$ cat src/rtl/dot_channel_seq_pkg.sv
// Shared definitions for the dot-channel sequencer: state encoding, index widths
// and the default channel result width.
package dot_channel_seq_pkg;

    localparam int CS_W         = 4;
    localparam int PHASE_W      = 3;
    localparam int DATA_LEN_DEF = 16;

    typedef enum logic [2:0] {
        ST_IDLE = 3'd0,
        ST_REQ  = 3'd1,
        ST_RUN  = 3'd2,
        ST_CAPT = 3'd3,
        ST_GAP  = 3'd4,
        ST_DONE = 3'd5
    } state_e;

    // True when (cs, phase) is the final pair of a sweep.
    function automatic logic is_last_pair(input logic [CS_W-1:0] cs,
                                          input logic [PHASE_W-1:0] phase,
                                          input int max_cs, input int max_phase);
        return (cs == CS_W'(max_cs - 1)) && (phase == PHASE_W'(max_phase - 1));
    endfunction

endpackage

$ cat src/rtl/dot_seq_watchdog.sv
// RUN-state watchdog: counts RUN cycles and raises a sticky err when TIMEOUT
// cycles pass without channel valid. Only instantiated with DOT_SEQ_WATCHDOG_EN.
module dot_seq_watchdog #(
    parameter int TIMEOUT = 64
) (
    input  logic clk,
    input  logic rst_n,
    input  logic run_i,
    input  logic ch_valid_i,
    input  logic abort_i,
    output logic timeout_o,
    output logic err_o
);

    localparam int CW = $clog2(TIMEOUT + 1);

    logic [CW-1:0] cnt_q, cnt_d;
    logic          err_q, err_d;

    // Counter sits at zero outside RUN, so every entry to RUN starts from zero.
    always_comb begin
        cnt_d     = run_i ? cnt_q + CW'(1) : '0;
        timeout_o = run_i && !ch_valid_i && !abort_i && (cnt_q == CW'(TIMEOUT - 1));
        err_d     = err_q | timeout_o;
    end

    always_ff @(posedge clk or negedge rst_n) begin
        if (!rst_n) begin
            cnt_q <= '0;
            err_q <= 1'b0;
        end else begin
            cnt_q <= cnt_d;
            err_q <= err_d;
        end
    end

    assign err_o = err_q;

endmodule

$ cat src/rtl/dot_channel_seq.sv
// Sequencer for one dot-product channel: sweeps every (cs, phase) pair, drives
// loads and d_req, captures tagged results. Watchdog enabled by DOT_SEQ_WATCHDOG_EN.
module dot_channel_seq
    import dot_channel_seq_pkg::*;
#(
    parameter int MAX_CS    = 9,
    parameter int MAX_PHASE = 4,
    parameter int TIMEOUT   = 64,
    parameter int DATA_LEN  = DATA_LEN_DEF
) (
    input  logic                clk,
    input  logic                rst_n,
    input  logic                start_i,
    input  logic                abort_i,
    input  logic                ch_valid_i,
    input  logic [DATA_LEN-1:0] ch_q_i,
    output logic                ws_load_o,
    output logic                dc_load_o,
    output logic [CS_W-1:0]     cs_o,
    output logic [PHASE_W-1:0]  phase_o,
    output logic                d_req_o,
    output logic                res_valid_o,
    output logic [DATA_LEN-1:0] res_q_o,
    output logic [CS_W-1:0]     res_cs_o,
    output logic [PHASE_W-1:0]  res_phase_o,
    output logic                busy_o,
    output logic                done_o,
    output logic                err_o,
    output logic [2:0]          state_o
);

    state_e               state_q, state_d;
    logic [CS_W-1:0]      cs_q, cs_d;
    logic [PHASE_W-1:0]   phase_q, phase_d;
    logic [DATA_LEN-1:0]  res_q_q;
    logic [CS_W-1:0]      res_cs_q;
    logic [PHASE_W-1:0]   res_phase_q;
    logic                 capture;
    logic                 wd_timeout;

`ifdef DOT_SEQ_WATCHDOG_EN
    dot_seq_watchdog #(.TIMEOUT(TIMEOUT)) u_watchdog (
        .clk        (clk),
        .rst_n      (rst_n),
        .run_i      (state_q == ST_RUN),
        .ch_valid_i (ch_valid_i),
        .abort_i    (abort_i),
        .timeout_o  (wd_timeout),
        .err_o      (err_o)
    );
`else
    logic unused_timeout_cfg;
    assign unused_timeout_cfg = (TIMEOUT > 0);
    assign wd_timeout         = 1'b0;
    assign err_o              = 1'b0;
`endif

    always_comb begin
        state_d = state_q;
        cs_d    = cs_q;
        phase_d = phase_q;
        capture = 1'b0;
        case (state_q)
            ST_IDLE: begin
                if (start_i && !abort_i) begin
                    state_d = ST_REQ;
                    cs_d    = '0;
                    phase_d = '0;
                end
            end
            ST_REQ:  state_d = ST_RUN;
            ST_RUN: begin
                if (wd_timeout) begin
                    state_d = ST_IDLE;
                    cs_d    = '0;
                    phase_d = '0;
                end else if (ch_valid_i) begin
                    state_d = ST_CAPT;
                    capture = 1'b1;
                end
            end
            ST_CAPT: state_d = ST_GAP;
            // Loads are low here for one cycle so the channel clears before the next pair.
            ST_GAP: begin
                if (is_last_pair(cs_q, phase_q, MAX_CS, MAX_PHASE)) begin
                    state_d = ST_DONE;
                    cs_d    = '0;
                    phase_d = '0;
                end else begin
                    state_d = ST_REQ;
                    if (phase_q == PHASE_W'(MAX_PHASE - 1)) begin
                        phase_d = '0;
                        cs_d    = cs_q + CS_W'(1);
                    end else begin
                        phase_d = phase_q + PHASE_W'(1);
                    end
                end
            end
            ST_DONE: state_d = ST_IDLE;
            default: state_d = ST_IDLE;
        endcase
        // Abort overrides everything, including a same-cycle channel valid.
        if (abort_i && state_q != ST_IDLE) begin
            state_d = ST_IDLE;
            cs_d    = '0;
            phase_d = '0;
            capture = 1'b0;
        end
    end

    always_ff @(posedge clk or negedge rst_n) begin
        if (!rst_n) begin
            state_q     <= ST_IDLE;
            cs_q        <= '0;
            phase_q     <= '0;
            res_q_q     <= '0;
            res_cs_q    <= '0;
            res_phase_q <= '0;
        end else begin
            state_q <= state_d;
            cs_q    <= cs_d;
            phase_q <= phase_d;
            if (capture) begin
                res_q_q     <= ch_q_i;
                res_cs_q    <= cs_q;
                res_phase_q <= phase_q;
            end
        end
    end

    // Strobes decode straight from state so async reset clears them immediately.
    assign ws_load_o   = (state_q == ST_RUN);
    assign dc_load_o   = (state_q == ST_RUN);
    assign d_req_o     = (state_q == ST_REQ);
    assign res_valid_o = (state_q == ST_CAPT);
    assign done_o      = (state_q == ST_DONE);
    assign busy_o      = (state_q != ST_IDLE);
    assign cs_o        = cs_q;
    assign phase_o     = phase_q;
    assign res_q_o     = res_q_q;
    assign res_cs_o    = res_cs_q;
    assign res_phase_o = res_phase_q;
    assign state_o     = state_q;

endmodule
$ cat config.mk
export PLATFORM = sky130hd
export DESIGN_NAME = dot_channel_seq
export DESIGN_NICKNAME = d
export VERILOG_FILES = /design/src/rtl/dot_channel_seq_pkg.sv /design/src/rtl/dot_seq_watchdog.sv /design/src/rtl/dot_channel_seq.sv
export SDC_FILE = /design/constraint.sdc
export NUM_CORES = 1
export LEC_CHECK = 0
export CAP_MARGIN = 20
export CORE_UTILIZATION = 45
export DETAILED_ROUTE_END_ITERATION = 10
export GPL_TIMING_DRIVEN = 0
export PLACE_DENSITY = 0.8
export SLEW_MARGIN = 10
export SYNTH_ARGS = -nofsm -noshare
export SYNTH_HDL_FRONTEND = slang
export SYNTH_SLANG_ARGS = --single-unit
$ cat constraint.sdc
create_clock -name clk -period 2.8 [get_ports clk]
set_input_delay 0.28 -clock clk [delete_from_list [all_inputs] [get_ports clk]]
set_output_delay 0.28 -clock clk [all_outputs]
set_load 0.05 [all_outputs]
==> results.md <==
- Total Power: approximately 1900 µW
- Commonest non-fill, non-tap cell in the layout: clkdlybuf4s50_1
- Number of enable flip-flop cells after synthesis: 0
- Seq/Total Area, Yosys: 0.5357
- Yosys reg bits: 33
- Starting Density: 0.4889
- Peak VDD IR: between 0.6 and 0.7 mV
- Cts bufs inserted: 5
- Min-Delay Path Class: input pin to async pin
- First-pass GRT wire length: between 5000 and 6000 µm
- Die Y: a little over 60 µm
- Dpl hpwl: 2464 µm
- CTS tree: yes
- Port Buffers: between 50 and 60
- Layout cells sized above 1: 0.1505
- GRT Util Overall: 0.1930
- CTS Sinks: 33
- Post-synthesis area per instance: around 13 µm²
- DR vias/cell: approximately 5
- IO Count: 61
- Vias post-DR: roughly 1,200
- CP Capture Type: primary output
- H-tree level count: 2
- Synth Flop Type: dfrtp_1
- Max-slew headroom: 0.5274
- Most frequent cells in the layout: 57 x clkdlybuf4s50_1, 33 x dfrtp_1, 17 x mux2_1
- Final wirelength: ~3200 µm
- Worst setup path class: register to primary output
- Compound-Gate Fraction of Synth Area: 0.09172
- Iter 0 DRT Violations: 29
- Antenna cells: 0
- Achievable Freq: ~0.42 GHz
- Synthesized Nets: around 140
- Simple-gate share of the synthesized area: 0.1185
- Register area: between 800 and 900 µm²
- Adder-Cell Fraction of Synth Area: 0.02435
- Initial antenna violation count: 0
- Area of the multi-input gates: 640.6 µm²
- Die span in x: 60.53 µm
- Post-synthesis mux area share: 0.1672
- Root buffer cell: clkbuf_4
- Post-synthesis xor/xnor area fraction: 0.01136
- CORE AREA: 3153 µm²
- Pre-CTS WS: ~0.77 ns
- Routed wl met3: roughly 210 µm
- Number of global-route vias before repair: between 1,000 and 1,500
- Area Growth Syn to Fin: 44.24%
- Worst-skew pair later-pin latency: between 0.3 and 0.4 ns
- Max Slew Vio Count: 0
- Total negative slack: 0 ns
- Clk_skew: between 0.008 and 0.009 ns
- Max layer used: met4
- Wire length on met1: ~1300 µm
- GP Congestion: ~0.77
- Status: completed
- NumNets Final: roughly 210
- CTS Hold Bufs: 0
- Max cap viols: 0
- LEAKAGE: ~0.00099 µW
- FILL cells: 247
- Num rows: 20
- Startpoint types: register
- Largest net degree at the start of global routing: 34
- Worst EP required: 2.52 ns
- Fin. Hold Viols: 0
- CP Max Fanout: 4
- Mapped cell area: 1541 µm²
- Cts repair resizes: 0
- Number of setup violations in the final report: 0
- Final period util: 0.8513
- Worst Path Arrival: between 2 and 2.5 ns
- Main combinational cell family by area after synthesis: multiplexers
- Synth warnings: 0
- Grt ovf: 0
- Post-DRT Antenna Nets: 0
- Die ar.: approximately 3700 µm²
- Min Tclk post-route: roughly 2.4 ns
- RSZ-0062 raised after global routing: false
- Detailed-router iteration count before antenna repair: 4
- Post CTS Setup Buffer Count: 0
- Cell variety after synth: 40
- CTS clk-pin slew, worst paths: about 0.1 ns
- Post-Syn Instances: 120
- Wire per inst: 14.13 µm
- Setup WS post-layout: about 0.42 ns
- Longest Clk Path Bufs: 2
- # DRC: 0
- PwrDens: between 800 and 900 nW/µm²
- Slew @ Worst Pin: around 0.71 ns
- Met2 wire len: 1696 µm
- Post-synthesis async set-or-reset flop share: 1.000
==> where the power goes <==
group / internal, µW / switching, µW
Clock: 95.6 / 151
Sequential: 600 / 61.2
Combinational: 346 / 630
==> cells by family after synthesis <==
family,after synthesis
DFF,33
and+or+nand+nor,28
muxes,23
AOI/OAI and AO/OA,18
buffers and inverters,12
adders and majority gates,3
xor gates and xnor gates,2
other,1
==> per-layer routing <==
layer | global-route usage | vias up
met5 | 0 | -
met4 | 0.05844 | 0
met3 | 0.04691 | 3
met2 | 0.3548 | 42
met1 | 0.2209 | 564
li1 | - | 554
==> per-stage QoR <==
stage	hold WS [ns]	cell area [µm²]	instances	util
floorplan	-0.01559	1541	120	-
global placement	0.4665	2177	222	0.6905
detailed placement	0.3761	2172	222	0.6889
CTS	0.01291	2223	230	0.7052
global route	0.05318	2223	230	0.7052
finish	0.00008671	2223	230	0.7052
==> cell type report <==
| class | count | area share |
|---|---|---|
| inverters | 4 | 0.006753 |
| well taps | 44 | 0.02476 |
| multi-input cells | 75 | 0.2881 |
| repair buffers | 58 | 0.2589 |
| clock inverters | 2 | 0.004502 |
| clock buffers | 6 | 0.01857 |
| flip-flops and latches | 33 | 0.3714 |
| plain buffers | 8 | 0.02701 |
==> critical path, stage by stage (launching register included) <==
cell and delay, ns:
dfrtp_1 0.42, nor2b_1 0.23, nor2b_1 0.21, buf_4 0.13, clkdlybuf4s50_1 0.79
==> path summary, 6_finish.rpt <==
check | from | to | slack, ns | depth (start not counted)
setup reg to reg | phase_o[0] | cs_o[0] | 1.01 | 5
max in group asynchronous | rst_n | cs_o[2] | 2.35 | 1
hold reg to reg | res_cs_o[2] | res_cs_o[2] | 0.50 | 1
setup / recovery | state_o[2] | ws_load_o | 0.42 | 4
hold / removal | rst_n | res_phase_o[2] | 0.00009 | 1
min in group clk | abort_i | state_o[1] | 0.16 | 2
==> synthesized netlist by cell type (2+ instances only) <==
cell / n / area share
buf_4: 3 / 0.015
o31ai_1: 2 / 0.0097
nand2_1: 6 / 0.015
a211oi_1: 2 / 0.0097
nor2b_1: 3 / 0.012
inv_1: 4 / 0.0097
mux2_1: 17 / 0.12
mux2_2: 5 / 0.037
nor2_1: 5 / 0.012
buf_6: 2 / 0.015
o21ai_0: 4 / 0.013
dfrtp_1: 33 / 0.54
o21a_1: 2 / 0.0097
buf_2: 3 / 0.0097
nor3_1: 2 / 0.0065
ha_1: 3 / 0.024
==> registers in the layout, summed over array words and instances (netlist names) <==
name	flops
res_q_o	16
res_phase_o	3
phase_o	3
state_o	3
cs_o	4
res_cs_o	4
(Power assumes the default switching activity.)
